`config.mk`:
```
export PLATFORM = sky130hd
export DESIGN_NAME = tlb_ctrl
export DESIGN_NICKNAME = d
export VERILOG_FILES = /design/src/rtl/tlb_ctrl_pkg.sv /design/src/rtl/tlb_random.sv /design/src/rtl/tlb_ctrl.sv
export SDC_FILE = /design/constraint.sdc
export NUM_CORES = 1
export LEC_CHECK = 0
export ABC_AREA = 1
export BUFFER_PORTS_ARGS = -buffer_cell sky130_fd_sc_hd__buf_4
export CORE_AREA = 2 2 147 149
export CTS_CLUSTER_DIAMETER = 150
export DETAILED_ROUTE_END_ITERATION = 10
export DIE_AREA = 0 0 149 151
export PLACE_DENSITY = 0.59
export SYNTH_ARGS = -nofsm -noshare
export SYNTH_HDL_FRONTEND = slang
export SYNTH_SLANG_ARGS = --single-unit
```
`constraint.sdc`:
```
create_clock -name clk -period 2 [get_ports clk]
set_clock_uncertainty 0.15 [all_clocks]
set_input_delay 0.4 -clock clk [delete_from_list [all_inputs] [get_ports clk]]
set_output_delay 0.4 -clock clk [all_outputs]
set_load 0.05 [all_outputs]
```
`src/rtl/tlb_ctrl_pkg.sv`:
```
// Shared definitions for the TLB controller: CP0 TLB op codes, FSM state encoding
// and default geometry.
package tlb_ctrl_pkg;

    localparam int N_ENTRY_DEF = 16;
    localparam int IDX_W_DEF   = 4;

    localparam logic [1:0] OP_TLBP  = 2'd0;
    localparam logic [1:0] OP_TLBR  = 2'd1;
    localparam logic [1:0] OP_TLBWI = 2'd2;
    localparam logic [1:0] OP_TLBWR = 2'd3;

    typedef enum logic [2:0] {
        S_IDLE  = 3'd0,
        S_XLATE = 3'd1,
        S_PROBE = 3'd2,
        S_READ  = 3'd3,
        S_WRITE = 3'd4,
        S_DONE  = 3'd5
    } tlb_state_e;

endpackage

```
`src/rtl/tlb_random.sv`:
```
// CP0 Random register: free-running down-counter that wraps to the top entry
// once it reaches the Wired boundary, so wired entries are never replaced.
module tlb_random
    import tlb_ctrl_pkg::*;
#(
    parameter int N_ENTRY = N_ENTRY_DEF,
    parameter int IDX_W   = IDX_W_DEF
) (
    input  logic             clk,
    input  logic             rst,
    input  logic [IDX_W-1:0] wired,
    input  logic             wired_we,
    output logic [IDX_W-1:0] random
);

    localparam logic [IDX_W-1:0] MAX_IDX = IDX_W'(N_ENTRY - 1);

    logic [IDX_W-1:0] random_r;
    logic [IDX_W-1:0] random_nx_s;

    // Next Random value with Wired wrap and forced reload on Wired write
    always_comb begin
        random_nx_s = MAX_IDX;
        if (wired_we) begin
            random_nx_s = MAX_IDX;
        end else if (wired >= MAX_IDX) begin
            random_nx_s = MAX_IDX;
        end else if (random_r <= wired) begin
            random_nx_s = MAX_IDX;
        end else begin
            random_nx_s = random_r - IDX_W'(1);
        end
    end

    // Random register
    always_ff @(posedge clk) begin
        if (rst) begin
            random_r <= MAX_IDX;
        end else begin
            random_r <= random_nx_s;
        end
    end

    assign random = random_r;

endmodule

```
`src/rtl/tlb_ctrl.sv`:
```
// TLB controller: arbitrates fetch/data translation requests and CP0 TLB
// maintenance ops onto a single TLB lookup/write port.
module tlb_ctrl
    import tlb_ctrl_pkg::*;
#(
    parameter int N_ENTRY = N_ENTRY_DEF,
    parameter int IDX_W   = IDX_W_DEF
) (
    input  logic             clk,
    input  logic             rst,
    input  logic             if_req,
    input  logic [31:0]      if_vaddr,
    input  logic             mem_req,
    input  logic [31:0]      mem_vaddr,
    output logic             if_gnt,
    output logic             mem_gnt,
    output logic             if_rvalid,
    output logic             mem_rvalid,
    output logic [31:0]      if_paddr,
    output logic [31:0]      mem_paddr,
    output logic             if_miss,
    output logic             mem_miss,
    input  logic             op_valid,
    input  logic [1:0]       op_code,
    output logic             op_busy,
    output logic             op_done,
    input  logic [31:0]      cp0_index,
    input  logic [31:0]      cp0_entry_hi,
    input  logic [IDX_W-1:0] wired,
    input  logic             wired_we,
    output logic [31:0]      probe_result,
    output logic             probe_we,
    output logic             read_we,
    output logic [31:0]      tlb_vaddr,
    input  logic [31:0]      tlb_paddr,
    input  logic             tlb_hit,
    output logic             tlb_we,
    output logic             tlb_rd,
    output logic [31:0]      tlb_index,
    input  logic [31:0]      tlb_index_out,
    output logic [IDX_W-1:0] random
);

    tlb_state_e       state_r;
    tlb_state_e       state_nx_s;
    logic [31:0]      vaddr_r;
    logic             src_mem_r;
    logic [IDX_W-1:0] wr_idx_r;
    logic [31:0]      paddr_r;
    logic             miss_r;
    logic             if_rvalid_r;
    logic             mem_rvalid_r;
    logic [IDX_W-1:0] random_s;

    logic             if_gnt_s, mem_gnt_s, op_busy_s, op_done_s;
    logic             probe_we_s, read_we_s, tlb_we_s, tlb_rd_s;
    logic [31:0]      tlb_vaddr_s, tlb_index_s, probe_result_s;
    logic [IDX_W-1:0] probe_idx_s;
    logic             unused_s;

    assign unused_s = ^{cp0_index[31:IDX_W], tlb_index_out[31:IDX_W]};

    tlb_random #(
        .N_ENTRY (N_ENTRY),
        .IDX_W   (IDX_W)
    ) u_random (
        .clk      (clk),
        .rst      (rst),
        .wired    (wired),
        .wired_we (wired_we),
        .random   (random_s)
    );

    // A probe miss reports index zero alongside the P bit
    assign probe_idx_s = tlb_hit ? tlb_index_out[IDX_W-1:0] : {IDX_W{1'b0}};

    // Next-state and per-state strobes; everything is held low while rst is high
    always_comb begin
        state_nx_s     = state_r;
        if_gnt_s       = 1'b0;
        mem_gnt_s      = 1'b0;
        op_busy_s      = 1'b0;
        op_done_s      = 1'b0;
        probe_we_s     = 1'b0;
        read_we_s      = 1'b0;
        tlb_we_s       = 1'b0;
        tlb_rd_s       = 1'b0;
        tlb_vaddr_s    = 32'h0;
        tlb_index_s    = 32'h0;
        probe_result_s = 32'h0;
        if (rst) begin
            state_nx_s = S_IDLE;
        end else begin
            case (state_r)
                S_IDLE: begin
                    if (op_valid) begin
                        op_busy_s = 1'b1;
                        case (op_code)
                            OP_TLBP: state_nx_s = S_PROBE;
                            OP_TLBR: state_nx_s = S_READ;
                            default: state_nx_s = S_WRITE;
                        endcase
                    end else if (mem_req) begin
                        mem_gnt_s  = 1'b1;
                        state_nx_s = S_XLATE;
                    end else if (if_req) begin
                        if_gnt_s   = 1'b1;
                        state_nx_s = S_XLATE;
                    end else begin
                        state_nx_s = S_IDLE;
                    end
                end
                S_XLATE: begin
                    tlb_vaddr_s = vaddr_r;
                    state_nx_s  = S_IDLE;
                end
                S_PROBE: begin
                    op_busy_s      = 1'b1;
                    tlb_vaddr_s    = cp0_entry_hi;
                    probe_we_s     = 1'b1;
                    probe_result_s = {~tlb_hit, {(31-IDX_W){1'b0}}, probe_idx_s};
                    state_nx_s     = S_DONE;
                end
                S_READ: begin
                    op_busy_s   = 1'b1;
                    tlb_rd_s    = 1'b1;
                    read_we_s   = 1'b1;
                    tlb_index_s = {{(32-IDX_W){1'b0}}, cp0_index[IDX_W-1:0]};
                    state_nx_s  = S_DONE;
                end
                S_WRITE: begin
                    op_busy_s   = 1'b1;
                    tlb_we_s    = 1'b1;
                    tlb_index_s = {{(32-IDX_W){1'b0}}, wr_idx_r};
                    state_nx_s  = S_DONE;
                end
                S_DONE: begin
                    op_busy_s  = 1'b1;
                    op_done_s  = 1'b1;
                    state_nx_s = S_IDLE;
                end
                default: begin
                    state_nx_s = S_IDLE;
                end
            endcase
        end
    end

    // State, request latch, write index capture and registered translation result
    always_ff @(posedge clk) begin
        if (rst) begin
            state_r      <= S_IDLE;
            vaddr_r      <= 32'h0;
            src_mem_r    <= 1'b0;
            wr_idx_r     <= {IDX_W{1'b0}};
            paddr_r      <= 32'h0;
            miss_r       <= 1'b0;
            if_rvalid_r  <= 1'b0;
            mem_rvalid_r <= 1'b0;
        end else begin
            state_r      <= state_nx_s;
            if_rvalid_r  <= 1'b0;
            mem_rvalid_r <= 1'b0;
            if (mem_gnt_s || if_gnt_s) begin
                vaddr_r   <= mem_gnt_s ? mem_vaddr : if_vaddr;
                src_mem_r <= mem_gnt_s;
            end
            // Random is captured before any same-cycle Wired write reloads it
            if ((state_r == S_IDLE) && op_valid) begin
                wr_idx_r <= (op_code == OP_TLBWR) ? random_s : cp0_index[IDX_W-1:0];
            end
            if (state_r == S_XLATE) begin
                paddr_r      <= tlb_paddr;
                miss_r       <= ~tlb_hit;
                if_rvalid_r  <= ~src_mem_r;
                mem_rvalid_r <= src_mem_r;
            end
        end
    end

    assign if_gnt       = if_gnt_s;
    assign mem_gnt      = mem_gnt_s;
    assign if_rvalid    = if_rvalid_r;
    assign mem_rvalid   = mem_rvalid_r;
    assign if_paddr     = paddr_r;
    assign mem_paddr    = paddr_r;
    assign if_miss      = miss_r;
    assign mem_miss     = miss_r;
    assign op_busy      = op_busy_s;
    assign op_done      = op_done_s;
    assign probe_result = probe_result_s;
    assign probe_we     = probe_we_s;
    assign read_we      = read_we_s;
    assign tlb_vaddr    = tlb_vaddr_s;
    assign tlb_we       = tlb_we_s;
    assign tlb_rd       = tlb_rd_s;
    assign tlb_index    = tlb_index_s;
    assign random       = random_s;

endmodule
```
**After elaboration in Yosys (flattened, before gate mapping)**

Cells that the tools add are included.

- Input port bits: 205
- Output and inout port bits: 176
- Register bits after elaboration: 79
- Word-level logic and storage cells: 64

- Eq/ne operators: 7
- Add/subtract/negate cells: 1
- Bitwise operators: 3
- Reductions and logical operators: 8
- $lt $le $gt $ge: 2
- Mux-type cells: 34

Operators with widths:

| cell | count |
|---|---|
| $mux 32 | 4 |
| $pmux 32 s2 | 1 |
| $mux 1 | 21 |
| $mux 4 | 3 |
| $pmux 3 s2 | 2 |
| $pmux 4 s2 | 1 |
| $reduce_or 4->1 | 2 |
| $eq 3x2->1 const B | 2 |
| $eq 3x3->1 const B | 2 |
| $ge 4x4->1 const B | 1 |
| $le 4x4->1 | 1 |
| $sub 4x1->4 const B | 1 |
| $eq 3x1->1 const B | 1 |
| $logic_not 3->1 | 1 |
| $mux 3 | 1 |
| $not 1->1 | 3 |
| $reduce_or 3->1 | 1 |
| $eq 2x1->1 const B | 1 |
| $eq 2x2->1 const B | 1 |
| $logic_not 2->1 | 1 |
| $pmux 1 s2 | 1 |
| $reduce_or 2->1 | 1 |
| $logic_and 1x1->1 | 1 |
| $logic_or 1x1->1 | 1 |

**Depth between registers and ports, before layout**

- Word-level depth: 6
- Depth in mapped cells: 9
- Depth with buffers taken out: 8

**Hierarchy**

From an unflattened synthesis, not the netlist that was laid out.

- Cells, all modules: 785
- Area total of the unflattened synthesis: 4,878.4 um2

By module, submodules not included:

| module | cells an instance | area an instance (um2) | times used |
|---|---|---|---|
| tlb_ctrl | 744 | 4,599.4 | 1 |
| tlb_random | 41 | 279.0 | 1 |

**Least setup slack after synthesis**

OpenSTA, ideal clock, no wires.

- Kind: reg-to-output
- From: register state_r[0]
- To: output tlb_vaddr[23]
- Path slack: -0.594 ns
- Cell stages (with the launch flop): 6
- Data arrival time: 2.044 ns
- Path buffers: 1
- Path through: dfxtp_1 nand2_1 nor2_4 nand2_1 clkbuf_1 o21ai_0

- Longest elaborated chain between the ends: 3
- Elaborated cells on any way between the ends: 4
- Those cells by class: eq/ne (2); mux (2)

Ends and longest elaborated chain:

| element | line | text |
|---|---|---|
| start: declaration | tlb_ctrl.sv:44 | `tlb_state_e state_r;` |
| start signal: assignment | tlb_ctrl.sv:161 | `state_r <= state_nx_s;` |
| $eq 3x2->1 or $eq 3x1->1 (tied branches) | tlb_ctrl.sv:94 | `case (state_r)` |
| $pmux 32 s2 (*) | tlb_ctrl.sv:94 |  |
| $mux 32 (*) | tlb_ctrl.sv:91 | `if (rst) begin` |
| end: declaration | tlb_ctrl.sv:34 | `output logic [31:0] tlb_vaddr,` |

Mark *: on every way between the ends. The rest lies on a longest branch, timed or not.

**Final worst setup path**

- From: register state_r[2]
- To: output probe_result[3]

- Longest elaborated chain between the ends: 3

Ends and longest elaborated chain:

| element | line | text |
|---|---|---|
| $eq 3x2->1 | tlb_ctrl.sv:94 |  |
| $mux 32 | tlb_ctrl.sv:94 |  |
| $mux 32 | tlb_ctrl.sv:91 |  |
| end: declaration | tlb_ctrl.sv:31 | `output logic [31:0] probe_result,` |

Every way passes these cells.

==> impl_metrics.ini <==
[timing]
layout_setup_ws_ns = -0.2149
period_needed_ns = 2.215
hold_viol_final = 0
fin_crit_sh_pct = 110.7
setup_viol = 38
drv_slew = 0
timing.fmax_mhz = 451.5
rsz0062_at_grt = yes

[synth]
synth_top_cell_area_share_pct = 32.48
synth_area_leaders = dfxtp_1, buf_4, nor2_1
ys_async_sr_fraction_pct = 0
ys.flop_type = dfxtp_1
synthCells = 773
synth-seq-area-share_pct = 32.48
synth_area_sq_mm = 0.004870
synth-edff-count = 0
synth_warnings = 0
synth.largest_area_cell = dfxtp_1
ys_ff_latch = 79
synth_cell_type_count = 23
avgSynthCellArea_sq_um = 6.300

[layout]
final_util_pct = 40.54
n_antenna_cell = 0
fin_nets = 1241
drive_gt1_share_pct = 42.86
instances_no_fill = 1311
syn2layout_area_growth_pct = 73.33

[worst_setup_path]
critPathSlowestCell = dfxtp_2
required_ns = 1.45
crit_arrival_ns = 1.66
crit_path_cell_trace = inv_2, nand2_2, inv_2, nand3_4, inv_4, buf_12, buf_12, nand2_8, nor2_4, buf_6
crit_type = reg -> out
crit_path_end_kind = output pin
crit_path_start_kind = register
r2r-start = state_r[1]$_SDFF_PP0_
startpoint = state_r[2]$_SDFF_PP0_
cpPeakStageDelay_ns = 0.33
worstPathMaxFanout = 5

[clock_tree]
cts-root-buf = clkbuf_16
clk_transition_reported_paths_ns = 0.07
cts_sinks = 79
h-tree-depth = 3
cts_made_buffers = 9
clkLatencyLatePin_ns = 0.35
cts_tree = yes
cts_buffer_depth = 2

[grt]
grt_max_degree = 52
grt_pass1_vias = 4891
antenna_found_initial = 0
grt_pass1_wl_um = 25480
overflow = 0
grt_use_total_pct = 14.88

[power_and_ir_drop]
p_leak_uw = 0.004570
finalPower_uw = 6601
peakVddDrop_mv = 0.5184
power_density_mw_per_mm2 = 782.0

[route]
drt-total-wl_um = 17570
viasPerCell = 4.097
drt_iter0_drc = 144
via_count = 5371
ant_nets = 0
post-route-drc-count = 0
wl_per_cell_um = 13.40
detail_route.first_pass.iterations = 6

[placement]
dp_cells = 1275
dpl.hpwl_um = 11520
gp_congestion = 0.7747
port_buffers = 269

[floorplan]
fp.dieArea_sq_mm = 0.02250
initial_core_util_pct = 23.39
core_region_area_sq_mm = 0.02082
fp.dieH_um = 151
die_w_um = 149
num_io_pins = 381
num_rows = 53

[hold_path]
min_from = op_code[1]
hp-class = in -> reg

[job]
maxCapViolations = 0

[run_status]
outcome = complete, but fails checks
violations = negative setup slack
through the flow:
stage                     instance area [sq um]  setup WS (ns)  TNS, ns  hold WS [ns]
after floorplan                            5104        -0.2513   -7.333        0.2632
after global placement                     6925       -0.04629  -0.1748        0.2740
after detailed placement                   6925       -0.07179  -0.2682        0.2764
after CTS                                  8170        -0.2255   -6.679       0.08253
after global routing                       8441        -0.3003   -9.869       0.09943
final                                      8441        -0.2149   -6.035        0.1020
cells in the mapped netlist, types with 2 or more instances:
| library cell | count |
|---|---|
| nor2_1 | 174 |
| nand2_1 | 155 |
| buf_4 | 89 |
| inv_1 | 88 |
| dfxtp_1 | 79 |
| o21ai_0 | 74 |
| nand3_1 | 30 |
| buf_2 | 21 |
| clkbuf_1 | 11 |
| nand3_2 | 10 |
| a21oi_1 | 8 |
| ha_1 | 5 |
| inv_2 | 5 |
| nand4_1 | 4 |
| o21ai_1 | 4 |
| buf_6 | 3 |
| nand2_2 | 3 |
| nor3_1 | 3 |
| nor2_4 | 2 |
| xnor2_1 | 2 |
timing repair:
item                                    4_1_cts  5_1_grt
endpoints found under the setup margin       45       48
gates cloned                                  7        1
pin swaps                                     4        7
buffers inserted                             12        4
hold buffers                                  0        0
hold endpoints to repair                      0        0
gates resized for setup                     172       48
critical path: cells and delay by family, from the launching register on:
kind / cells / cell delay [ns]
buffers and inverters: 6 / 0.66
flip-flops: 1 / 0.33
AND/OR/NAND/NOR: 4 / 0.32
metal layers:
layer | wire, um | vias up | global-route usage, % | share of wire [%]
met3 | 1520 | 12 | 5.060 | 8.7
met5 | 0 | - | 0 | 0
met1 | 6769 | 2407 | 15.87 | 39
li1 | - | 2724 | - | -
met2 | 8979 | 228 | 27.67 | 51
met4 | 296 | 0 | 4.524 | 1.7
placed cells by master, fill, tap and decap left out, drive strengths merged:
cell / count
a21oi: 8
a31oi: 1
buf: 317
bufinv: 1
clkbuf: 10
clkinv: 1
clkinvlp: 1
conb: 55
dfxtp: 79
ha: 5
inv: 97
nand2: 158
nand3: 40
nand4: 4
nor2: 176
nor3: 3
o21ai: 78
xnor2: 2
final cells by class:
class	count	area (sq um)
timing repair buffer	318	2900
tap	275	344.1
inverter	93	351.6
sequential	79	1585
fill	2183	12380
clock buffer	9	225.2
multi-input combinational	530	2948
clock inverter	7	86.33
cells by family after synthesis:
group                      share of synthesized area, %
xor gates and xnor gates                         0.3598
AOI/OAI and AO/OA                                 8.967
buffers and inverters                             24.67
and+or+nand+nor                                   32.17
other                                           0.07701
adders and majority gates                         1.285
DFF                                               32.48
power breakdown:
part,internal (uW),switching [uW]
Sequential,1780,131
Combinational,947,1990
Clock,996,755
path summary, 6_finish.rpt:
| check | end | slack [ns] | depth (start not counted) |
|---|---|---|---|
| min reg2reg | if_rvalid$_SDFF_PP0_ | 0.29 | 1 |
| max reg2reg | vaddr_r[9]$_SDFFE_PP0P_ | 0.11 | 12 |
| max | probe_result[3] | -0.21 | 10 |
| min | state_r[1]$_SDFF_PP0_ | 0.10 | 2 |
registers in the layout, summed over array words and instances (netlist names), 3 cells and up:
signal           flops
vaddr_r             32
u_random.random      4
state_r              3
wr_idx_r             4
if_paddr            32
Power figures use the tool's default switching activity.
